==> src/rtl/mips_mc_pkg.sv <==
// Shared encodings for the multi-cycle MIPS-32 controller: states, opcodes,
// datapath mux selects and the control-word layout.
package mips_mc_pkg;

  typedef enum logic [3:0] {
    S_IDLE      = 4'd0,
    S_FETCH     = 4'd1,
    S_DECODE    = 4'd2,
    S_MEM_ADDR  = 4'd3,
    S_MEM_READ  = 4'd4,
    S_MEM_WB    = 4'd5,
    S_MEM_WRITE = 4'd6,
    S_EXECUTE   = 4'd7,
    S_R_WB      = 4'd8,
    S_ADDI_EXEC = 4'd9,
    S_ADDI_WB   = 4'd10,
    S_BRANCH    = 4'd11,
    S_JUMP      = 4'd12
  } state_e;

  localparam logic [5:0] OP_RTYPE = 6'b000000;
  localparam logic [5:0] OP_ADDI  = 6'b001000;
  localparam logic [5:0] OP_LW    = 6'b100011;
  localparam logic [5:0] OP_SW    = 6'b101011;
  localparam logic [5:0] OP_BEQ   = 6'b000100;
  localparam logic [5:0] OP_J     = 6'b000010;

  localparam logic [1:0] ALUOP_ADD   = 2'b00;
  localparam logic [1:0] ALUOP_SUB   = 2'b01;
  localparam logic [1:0] ALUOP_FUNCT = 2'b10;

  localparam logic [1:0] PCSRC_ALU    = 2'b00;
  localparam logic [1:0] PCSRC_ALUOUT = 2'b01;
  localparam logic [1:0] PCSRC_JUMP   = 2'b10;

  localparam logic [1:0] SRCB_B        = 2'b00;
  localparam logic [1:0] SRCB_FOUR     = 2'b01;
  localparam logic [1:0] SRCB_IMM      = 2'b10;
  localparam logic [1:0] SRCB_IMM_SHL2 = 2'b11;

  typedef enum logic [2:0] {
    CLS_NONE,
    CLS_RTYPE,
    CLS_ADDI,
    CLS_LW,
    CLS_SW,
    CLS_BEQ,
    CLS_J
  } op_class_e;

  typedef struct packed {
    logic       pcWrite;
    logic       pcWriteCond;
    logic       iorD;
    logic       memRead;
    logic       memWrite;
    logic       irWrite;
    logic       memToReg;
    logic [1:0] pcSource;
    logic [1:0] aluOp;
    logic       aluSrcA;
    logic [1:0] aluSrcB;
    logic       regWrite;
    logic       regDst;
  } ctrl_t;

  function automatic op_class_e classifyOp(input logic [5:0] op);
    case (op)
      OP_RTYPE: classifyOp = CLS_RTYPE;
      OP_ADDI:  classifyOp = CLS_ADDI;
      OP_LW:    classifyOp = CLS_LW;
      OP_SW:    classifyOp = CLS_SW;
      OP_BEQ:   classifyOp = CLS_BEQ;
      OP_J:     classifyOp = CLS_J;
      default:  classifyOp = CLS_NONE;
    endcase
  endfunction

endpackage

==> src/rtl/mc_output_decode.sv <==
// Moore control-word decode from the controller state; only the FETCH
// instruction/PC loads look at MemReady.
module mc_output_decode
  import mips_mc_pkg::*;
(
  input  state_e state_i,
  input  logic   mem_ready_i,
  output ctrl_t  ctrl_o
);

  always_comb begin
    ctrl_o = '0;
    case (state_i)
      S_FETCH: begin
        ctrl_o.memRead  = 1'b1;
        ctrl_o.aluSrcB  = SRCB_FOUR;
        ctrl_o.aluOp    = ALUOP_ADD;
        ctrl_o.pcSource = PCSRC_ALU;
        ctrl_o.irWrite  = mem_ready_i;
        ctrl_o.pcWrite  = mem_ready_i;
      end
      S_DECODE: begin
        ctrl_o.aluSrcB = SRCB_IMM_SHL2;
        ctrl_o.aluOp   = ALUOP_ADD;
      end
      S_MEM_ADDR, S_ADDI_EXEC: begin
        ctrl_o.aluSrcA = 1'b1;
        ctrl_o.aluSrcB = SRCB_IMM;
        ctrl_o.aluOp   = ALUOP_ADD;
      end
      S_MEM_READ: begin
        ctrl_o.memRead = 1'b1;
        ctrl_o.iorD    = 1'b1;
      end
      S_MEM_WB: begin
        ctrl_o.regWrite = 1'b1;
        ctrl_o.memToReg = 1'b1;
      end
      S_MEM_WRITE: begin
        ctrl_o.memWrite = 1'b1;
        ctrl_o.iorD     = 1'b1;
      end
      S_EXECUTE: begin
        ctrl_o.aluSrcA = 1'b1;
        ctrl_o.aluSrcB = SRCB_B;
        ctrl_o.aluOp   = ALUOP_FUNCT;
      end
      S_R_WB: begin
        ctrl_o.regWrite = 1'b1;
        ctrl_o.regDst   = 1'b1;
      end
      S_ADDI_WB: ctrl_o.regWrite = 1'b1;
      S_BRANCH: begin
        ctrl_o.aluSrcA     = 1'b1;
        ctrl_o.aluSrcB     = SRCB_B;
        ctrl_o.aluOp       = ALUOP_SUB;
        ctrl_o.pcWriteCond = 1'b1;
        ctrl_o.pcSource    = PCSRC_ALUOUT;
      end
      S_JUMP: begin
        ctrl_o.pcWrite  = 1'b1;
        ctrl_o.pcSource = PCSRC_JUMP;
      end
      default: ctrl_o = '0;
    endcase
  end

endmodule

==> config.mk <==
export PLATFORM = sky130hd
export DESIGN_NAME = mc_output_decode
export DESIGN_NICKNAME = d
export VERILOG_FILES = /design/src/rtl/mips_mc_pkg.sv /design/src/rtl/mc_output_decode.sv
export SDC_FILE = /design/constraint.sdc
export NUM_CORES = 1
export LEC_CHECK = 0
export CAP_MARGIN = 25
export CORE_AREA = 5 5 42 44
export DETAILED_ROUTE_END_ITERATION = 12
export DIE_AREA = 0 0 47 49
export PLACE_DENSITY_LB_ADDON = 0.25
export SYNTH_ARGS = -nofsm -noshare
export SYNTH_HDL_FRONTEND = slang
export SYNTH_SLANG_ARGS = --single-unit
==> constraint.sdc <==
create_clock -name vclk -period 1.6
set_clock_uncertainty 0.15 [all_clocks]
set_input_delay 0.32 -clock vclk [all_inputs]
set_output_delay 0.32 -clock vclk [all_outputs]
set_load 0.01 [all_outputs]
* Yosys cells after proc, flatten, opt, wreduce, memory -nomap -nowiden *
Index checks and enable logic that the tools add are counted.

storage, ports and cells
  register bits after elaboration = 0
  input port bits = 5
  output and inout port bits = 16
  word-level logic and storage cells = 30

operators by class
  equal/unequal tests = 12
  mux-type cells = 13
  reduce and logical (&&, ||, !) cells = 5

operators with widths
  operator              number
  $eq A4 B4 Y1 const B  5
  $eq A4 B3 Y1 const B  4
  $mux W1               9
  $eq A4 B2 Y1 const B  2
  $pmux W2 S2           2
  $pmux W2 S3           1
  $reduce_or A2 Y1      3
  $eq A4 B1 Y1 const B  1
  $reduce_or A4 Y1      1
  $reduce_or A3 Y1      1
  $pmux W1 S2           1

* Logic depth before layout (Yosys ltp) *
Gate-level depths: netlist of the first run.

  depth in word-level cells = 3
  mapped depth = 4
  depth with buffers taken out = 2

* Worst setup path before layout of the first run *
No wires, ideal clock.

  kind = input to output
  start = input port state_i[2]
  end = output port ctrl_o[14] (netlist name)
  data arrival time = 1.046 ns
  required time = 1.130 ns
  path slack = 0.084 ns
  cell stages on the path = 4
  path buffers = 2
  path through = buf_4 -> nand2b_4 -> nor2_1 -> buf_4

RTL lines
  what             line                   source
  start, declared  mc_output_decode.sv:6  input state_e state_i,
  end, declared    mc_output_decode.sv:8  output ctrl_t ctrl_o

==> results of run 1 <==
[power by group]
group	switching, W	internal (W)
combinational	0.0000533	0.0000718
sequential	0	0
clock	0	0
total	0.0000533	0.0000718
[tightest hold or removal path: stages]
cell	delay, ns
buf_2	0.11
buf_6	0.11
a21oi_2	0.03
buf_2	0.13
[logic make-up (layout without fill, tap and decap cells)]
logic type                Yosys count  after routing  synth area share
AOI/OAI and AO/OA                   4              4             0.106
xor gates and xnor gates            2              2            0.0673
buffers and inverters               6             33             0.216
and+or+nand+nor                    19             19             0.611
[routing by layer]
layer | vias up | wire length (µm) | global-route usage
li1 | 159 | - | -
met1 | 133 | 330 | 0.100
met2 | 12 | 411 | 0.140
met3 | 0 | 51 | 0.00738
met4 | 0 | 0 | 0
met5 | - | 0 | 0
[through the flow]
| step | utilization | setup TNS (ns) |
|---|---|---|
| finish | 0.361 | 0 |
| global route | 0.361 | 0 |
| CTS | 0.348 | 0 |
| detailed placement | 0.372 | -11.18 |
| global placement | 0.372 | -11.31 |
| floorplan | - | 0 |
[cell type report]
cell class,count,area (µm²),share of cell area
Multi-Input combinational cell,25,223,0.441
Timing Repair Buffer,33,263,0.520
Tap cell,16,20.0,0.0396
[what timing repair did]
item / in CTS / in global routing
gates resized for setup: 81 / 4
hold endpoints to repair: 0 / 0
pin swaps: 3 / 2
setup endpoints to repair: 16 / 2
hold buffers: 0 / 0
gates cloned: 1 / 0
buffers inserted: 1 / 0
[how the worst max path moves through the flow]
stage	slack [ns]	startpoint	cells after the start	to
2_1_floorplan	0.08	state_i[2]	4	ctrl_o[14]
3_3_place_gp	-0.79	state_i[3]	4	ctrl_o[10]
3_5_place_dp	-0.79	state_i[3]	5	ctrl_o[7]
4_1_cts	0.03	state_i[1]	6	ctrl_o[2]
5_1_grt	0.006	state_i[2]	5	ctrl_o[15]
6_report	0.08	state_i[2]	5	ctrl_o[15]
[cell usage in the layout (no fill, tap or decap), drive strengths merged]
master	synthesis	final
o22ai	1	1
a21boi	1	1
dlygate4sd2	0	2
a21oi	2	2
nand3b	2	2
clkdlybuf4s15	0	1
nor4b	1	1
nor3b	1	1
nand2	1	1
buf	6	29
bufbuf	0	1
xnor2	2	2
nor2	5	5
nor3	3	3
nand4bb	1	1
nand2b	5	5
==> results.md, run 1 <==
- Initial Util: 0.186
- Average size of a mapped cell: 8.40 µm²
- Dpl cells: 72
- Sequential element share of the synthesized area: 0
- Slowest CP cell: nand4bb_1
- Port bufs: 21
- Routed Antenna Nets: 0
- CP bufs+invs: 3
- Final net count: 65
- Fillers: 157
- Max-slew violations: 0
- Leak: 0.265 nW
- DRC errors left: 0
- Reg area: 0 µm²
- Crit path DAT: 1.05 ns
- Post-Syn Nets: 36
- Worst Hold Margin: 0.863 ns
- Iter 0 DRT Violations: 1
- Gpl congestion: 0.655
- Wirelength per Cell: 10.7 µm
- Syn Std Cell Area: 260 µm²
- CP required: 1.13 ns
- Post-route minimum period: 1.52 ns
- Final WL: 792 µm
- Largest stage delay on the critical path: 0.19 ns
- Global-route wire length before repair: 1440 µm
- Crit end category: primary output
- Clock buffer cells: 0
- Gr usage total: 0.0772
- Row count: 14
- Max-Slew Margin vs Limit: 0.886
- Vias: 304
- Detail Placement HPWL: 621 µm
- Peak supply drop: 0.000108 V
- TritonRoute pass-1 iters: 2
- Top Family by Delay on Critical Path: buffers and inverters
- Final Power: 0.000125 W
- Max FO, Critical Path: 5
- Hold Fails Final Rpt: 0
- Initial antenna violation count: 0
- Syn-to-layout area delta: 94.2%
- Synth Instances: 31
- Hold Path Class: input pin to primary output
- Largest net degree at the start of global routing: 9
- Worst Tran Pin Value: 0.171 ns
- Critical path, cell by cell: buf_4, buf_12, nand4bb_1, a21oi_2, buf_2
- Diodes inserted: 0
- Core ar.: 1400 µm²
- Ports: 21
- Fmax: 656 MHz
- Vias in the first global route: 328
- Setup ws final: 0.0752 ns
- Netlist cell types: 16
- DIE HEIGHT: 49 µm
- Startpoint of the worst hold path: state_i[1]
- DP Area: 522 µm²
- Power density cells: 247 nW/µm²
- Seq_cells: 0
- Status: finished clean
- Die area: 2300 µm²
- Layout cells sized above 1: 0.690
- Most frequent cell after synthesis: nor2_1
- Finished Layout Cells: 74
- Largest area contributor in the netlist: nand2b_4
- Worst slack at placement: -0.789 ns
- Die X: 47 µm
- Vias per cell: 4.11
- Final-report setup violation count: 0
- Yosys top cell area share: 0.159
- Crit path kind: input pin to primary output
- Design area: 505 µm²
- Grt ovf: 0
- Max_cap viols: 0
- Yosys warning count: 0
- Area contributors post-synth: nand2b_4 16%, buf_6 13%, nor4b_4 9.1%, buf_4 8.7%, nor3_2 7.7%
- Hold endpoint: ctrl_o[15]
- Hold path depth: 4
- RSZ-0062 raised after global routing: no
- Synth top cells by count: 5 x nor2_1, 3 x buf_4, 3 x buf_6, 3 x nand2b_4
- Fin crit share: 0.953
- Startpoint Class: input pin
Power figures use the tool's default switching activity.
==> run 2: changes to the inputs <==
--- a/config.mk
+++ b/config.mk
@@ -5,7 +5,6 @@
 export SDC_FILE = /design/constraint.sdc
 export NUM_CORES = 1
 export LEC_CHECK = 0
-export CAP_MARGIN = 25
 export CORE_AREA = 5 5 42 44
 export DETAILED_ROUTE_END_ITERATION = 12
 export DIE_AREA = 0 0 47 49
==> constraint.sdc (replaced) <==
create_clock -name vclk -period 1.6
set_clock_uncertainty 0.15 [all_clocks]
set_input_delay 0.32 -clock vclk [all_inputs]
set_output_delay 0.32 -clock vclk [all_outputs]
set_load 0.1 [all_outputs]
==> run 2 against run 1 <==
  * Global-route usage fell by 0.19 points
  * Maximum frequency fell by 4.9%
  * Sequential share of layout area did not move
  * The run now ends with negative setup slack left
  * Largest power group unchanged
  * Cell count rose by 4.1%
  * Wire length rose by 7.4%
  * Die area did not move
==> results.md, run 2 (same netlist as run 1, synthesis figures left out) <==
- Status: finished with violations
- Violated checks: negative setup slack
- Iter 0 DRT Violations: 4 (+3)
- Commonest non-fill, non-tap cells in the layout: 16 x buf_12, 10 x buf_4, 6 x buf_6
- Vias in the first global route: 298 (-9.1%)
- DRC errors left: 0 (unchanged)
- Port bufs: 21 (unchanged)
- Largest stage delay on the critical path: 0.20 ns (about the same)
- Die X: 47 µm (unchanged)
- Final net count: 68 (+4.6%)
- Most common cell after layout, fill and taps aside: buf_12
- Startpoint Class: input pin
- Vias per cell: 4.30 (+4.6%)
- Hold path depth: 3 (-1)
- Hold-fix buffers, CTS: 0 (unchanged)
- Hold Path Class: input pin to primary output
- CP required: 1.13 ns (about the same)
- Initial antenna violation count: 0 (unchanged)
- Max FO, Critical Path: 5 (unchanged)
- Routed Antenna Nets: 0 (unchanged)
- DP Area: 802 µm² (+54%)
- Power density cells: 366 nW/µm² (+48%)
- Global-route wire length before repair: 1350 µm (-6.7%)
- Ports: 21 (unchanged)
- Vias: 331 (+8.9%)
- Die area: 2300 µm² (unchanged)
- CP most frequent cell: buf_8
- Fmax: 624 MHz (-4.9%)
- Sw Ratio: 0.580 (+0.154)
- Final-report setup violation count: 1 (+1)
- Row count: 14 (unchanged)
- Worst Setup SP: state_i[0]
- Crit end category: primary output
- DIE HEIGHT: 49 µm (unchanged)
- Combinational power share: 1.000 (about the same)
- Crit path kind: input pin to primary output
- Startpoint of the worst hold path: state_i[1]
- Net Sw Power: 0.000183 W (+240%)
- Detail Placement HPWL: 754 µm (+21%)
- Gr usage total: 0.0752 (-0.00195)
- Leak: 0.349 nW (+32%)
- Hold Fails Final Rpt: 0 (unchanged)
- Peak supply drop: 0.000176 V (+62%)
- Diodes inserted: 0 (unchanged)
- Seq_cells: 0 (unchanged)
- Post-route minimum period: 1.60 ns (+0.0788 ns)
- Clock buffer cells: 0 (unchanged)
- Final WL: 851 µm (+7.4%)
- Max_cap viols: 0 (unchanged)
- Max-slew violations: 0 (unchanged)
- Crit path DAT: 1.13 ns (+0.08 ns)
- Layout cells sized above 1: 0.902 (+0.212)
- Flop pwr share: 0 (unchanged)
- Clock power frac: 0 (unchanged)
- Gpl congestion: 0.703 (+7.3%)
- Top Family by Delay on Critical Path: buffers and inverters
- Initial Util: 0.186 (unchanged)
- Wirelength per Cell: 11.1 µm (+3.3%)
- Max-Slew Margin vs Limit: 0.834 (-0.0521)
- Core ar.: 1400 µm² (unchanged)
- Grt ovf: 0 (unchanged)
- Worst Tran Pin Value: 0.248 ns (+0.0771 ns)
- Setup ws final: -0.00359 ns (-0.0788 ns)
- Critical path, cell by cell: buf_8, buf_8, nand3b_1, a21oi_2, buf_12
- CP bufs+invs: 3 (unchanged)
- Slowest CP cell: a21oi_2
- Largest net degree at the start of global routing: 8 (-1)
- Fin crit share: 1.00 (+0.0493)
- Internal power: 0.000132 W (+84%)
- Design area: 861 µm² (+70%)
- Syn-to-layout area delta: 231%
- Reg area: 0 µm² (unchanged)
- Worst slack at placement: -0.544 ns (+0.246 ns)
- TritonRoute pass-1 iters: 3 (+1)
- Hold endpoint: ctrl_o[8]
- RSZ-0062 raised after global routing: yes
==> run 2: changes by cell type in the layout (fill, tap and decap cells not counted), sizes merged <==
| cell | delta |
|---|---|
| bufbuf | -1 |
| dlygate4sd2 | -1 |
| clkdlybuf4s15 | -1 |
| buf | +6 |
==> run 2: power by group through the flow <==
stage | sequential [W] | combinational, W | clock, W
floorplan | 0 | 0.000214 | 0
finish | 0 | 0.000315 | 0
global placement | 0 | 0.000299 | 0
detailed placement | 0 | 0.000301 | 0
global route | 0 | 0.000326 | 0
CTS | 0 | 0.000308 | 0
==> run 2: timing repair <==
item / CTS / global route
gates resized for setup: 27 / 7
endpoints found under the setup margin: 16 / 9
hold endpoints to repair: 0 / 0
pin swaps: 6 / 6
setup buffers: 2 / 1
==> run 2: cell type report <==
| cell class | instances | area (µm²) |
|---|---|---|
| well taps | 16 | 20.0 |
| fillers | 118 | 541 |
| repair buffers | 36 | 517 |
| multi-input cells | 25 | 324 |
==> run 2: routing by layer <==
| layer | up-vias | GRT usage | share of wire |
|---|---|---|---|
| met5 | - | 0 | 0 |
| met4 | 0 | 0 | 0 |
| met3 | 0 | 0 | 0.063 |
| met2 | 9 | 0.147 | 0.63 |
| met1 | 157 | 0.0919 | 0.30 |
| li1 | 165 | - | - |
==> run 2: how the worst max path moves through the flow <==
stage / cells past startpoint / endpoint
global placement: 5 / ctrl_o[3]
detailed placement: 5 / ctrl_o[3]
CTS: 5 / ctrl_o[15]
global route: 5 / ctrl_o[15]
finish: 5 / ctrl_o[15]
floorplan: 3 / ctrl_o[10]
==> run 2: tightest hold or removal path, stage by stage <==
cell and delay, ns:
buf_8 0.10, nor2_2 0.05, buf_12 0.15
==> run 2: stage by stage <==
step	total power [W]	setup TNS, ns	utilization	std cells	hold WS, ns
5_1_grt	0.000326	-0.0920	0.614	77	0.807
3_3_place_gp	0.000299	-6.91	0.572	74	1.24
6_report	0.000315	-0.00359	0.614	77	0.792
2_1_floorplan	0.000214	-3.92	-	31	0.700
4_1_cts	0.000308	-0.0346	0.592	76	0.797
3_5_place_dp	0.000301	-7.13	0.572	74	1.24
==> run 3: changes to the inputs <==
--- a/config.mk
+++ b/config.mk
@@ -12,3 +12,4 @@
 export SYNTH_ARGS = -nofsm -noshare
 export SYNTH_HDL_FRONTEND = slang
 export SYNTH_SLANG_ARGS = --single-unit
+export TNS_END_PERCENT = 50
==> run 3 against run 2 <==
  * Setup slack worse by 0.021 ns
  * Global-route usage is 1.1 points higher
  * Maximum frequency is 1.3% lower
  * Largest power group unchanged
  * Die area stayed put
  * Critical endpoint is now ctrl_o[11]
  * The run still ends with negative setup slack left
  * Flip-flop and latch count stayed put
==> results.md, run 3 (same netlist as run 1, synthesis figures left out) <==
- Hold Fails Final Rpt: 0 (unchanged)
- Row count: 14 (unchanged)
- Initial Util: 0.186 (unchanged)
- Leak: 0.365 nW (+4.4%)
- DRC errors left: 0 (unchanged)
- Most common cell after layout, fill and taps aside: buf_12
- Iter 0 DRT Violations: 1 (-3)
- Clock buffer cells: 0 (unchanged)
- Critical path, cell by cell: buf_6, buf_6, nand2b_4, nor3b_4, buf_12
- Vias: 326 (-1.5%)
- Max_cap viols: 0 (unchanged)
- Reg area: 0 µm² (unchanged)
- Final net count: 69 (+1.5%)
- Critical path depth in cells: 5 (unchanged)
- TritonRoute pass-1 iters: 4 (+1)
- Wirelength per Cell: 11.4 µm (+3.4%)
- Fillers: 111 (-5.9%)
- Hold-fix buffers, CTS: 0 (unchanged)
- CP required: 1.13 ns (about the same)
- Layout cells sized above 1: 0.903 (+0.00159)
- Core ar.: 1400 µm² (unchanged)
- Final-report setup violation count: 2 (+1)
- Die area: 2300 µm² (unchanged)
- Max-slew violations: 0 (unchanged)
- Slowest CP cell: nor3b_4
- Commonest non-fill, non-tap cells in the layout: 17 x buf_12, 10 x buf_4, 6 x buf_6
- GR peak layer: met2
- Vias per cell: 4.18 (-2.8%)
- Initial antenna violation count: 0 (unchanged)
- Violated checks: negative setup slack
- Final WL: 891 µm (+4.7%)
- Largest net degree at the start of global routing: 8 (unchanged)
- DIE HEIGHT: 49 µm (unchanged)
- Worst Hold Margin: 0.873 ns (+0.0812 ns)
- CP bufs+invs: 3 (unchanged)
- GR Util met2: 0.149 (+0.00226)
- Grt met3 use: 0 (unchanged)
- Fmax: 616 MHz (-1.3%)
- Crit path DAT: 1.15 ns (+0.02 ns)
- Setup ws final: -0.0244 ns (-0.0208 ns)
- Hold Path Class: input pin to primary output
- Hold path depth: 4 (+1)
- Diodes inserted: 0 (unchanged)
- RSZ-0062 raised after global routing: yes
- Top Family by Delay on Critical Path: simple AND/OR/NAND/NOR gates
- Grt met1 use: 0.125 (+0.0328)
- Status: finished with violations
- Ports: 21 (unchanged)
- Vias in the first global route: 333 (+12%)
- Largest stage delay on the critical path: 0.25 ns (+0.05 ns)
- Routed Antenna Nets: 0 (unchanged)
- Port bufs: 21 (unchanged)
- Worst Tran Pin Value: 0.261 ns (+0.0137 ns)
- Detail Placement HPWL: 651 µm (-14%)
- Global-route wire length before repair: 1570 µm (+17%)
- Crit path kind: input pin to primary output
- CP most frequent cell: buf_6
- Fin crit share: 1.02 (+0.0130)
- Final Power: 0.000326 W (+3.5%)
- Die X: 47 µm (unchanged)
- Seq_cells: 0 (unchanged)
- Post-route minimum period: 1.62 ns (+0.0208 ns)
- Syn-to-layout area delta: 241%
- Max FO, Critical Path: 5 (unchanged)
- Max-Slew Margin vs Limit: 0.824 (-0.00923)
- Startpoint Class: input pin
- Crit end category: primary output
- Power density cells: 367 nW/µm² (+0.26%)
- Gr usage total: 0.0865 (+0.0113)
- Peak supply drop: 0.000215 V (+22%)
- Grt ovf: 0 (unchanged)
- Gpl congestion: 0.703 (about the same)
-- run 3: cell types whose count changed in the layout (fill, tap and decap cells not counted), sizes merged --
cell,change
buf,+1
-- run 3: tightest hold or removal path, stage by stage --
cell and delay [ns]:
buf_6 0.08, buf_4 0.10, nor4b_4 0.04, buf_12 0.15
-- run 3: worst paths after layout --
path	startpoint	to	slack [ns]
max	state_i[3]	ctrl_o[11]	-0.02
min	state_i[3]	ctrl_o[10]	0.87
-- run 3: layout make-up --
class                      instances  area [µm²]  share of cell area
tap                               16        20.0              0.0225
timing repair buffer              37         549               0.618
multi-input combinational         25         319               0.359
-- run 3: stage by stage --
| stage | utilization | setup TNS, ns | area [µm²] | setup slack, ns | std cells |
|---|---|---|---|---|---|
| final | 0.634 | -0.0250 | 888 | -0.0244 | 78 |
| after global routing | 0.634 | -0.120 | 888 | -0.0682 | 78 |
| after CTS | 0.638 | -0.252 | 893 | -0.0608 | 79 |
| after detailed placement | 0.555 | -6.24 | 778 | -0.455 | 74 |
| after global placement | 0.555 | -5.92 | 778 | -0.427 | 74 |
| after floorplan | - | -4.64 | 388 | -0.566 | 31 |
-- run 3: power breakdown --
| group | internal [W] | switching (W) | leakage (nW) | total, W |
|---|---|---|---|---|
| clock | 0 | 0 | 0 | 0 |
| combinational | 0.000141 | 0.000185 | 0.365 | 0.000326 |
| sequential | 0 | 0 | 0 | 0 |
| total | 0.000141 | 0.000185 | 0.365 | 0.000326 |
-- run 3: metal layers --
layer | share of wire | vias up
li1 | - | 166
met5 | 0 | -
met4 | 0 | 0
met3 | 0.035 | 0
met1 | 0.42 | 151
met2 | 0.55 | 9
-- run 3: timing repair --
action                     in CTS  in global routing
setup buffers                   4                  0
pin swaps                       9                  5
resized for setup              33                  2
setup endpoints to repair      16                  9
cloned                          1                  0
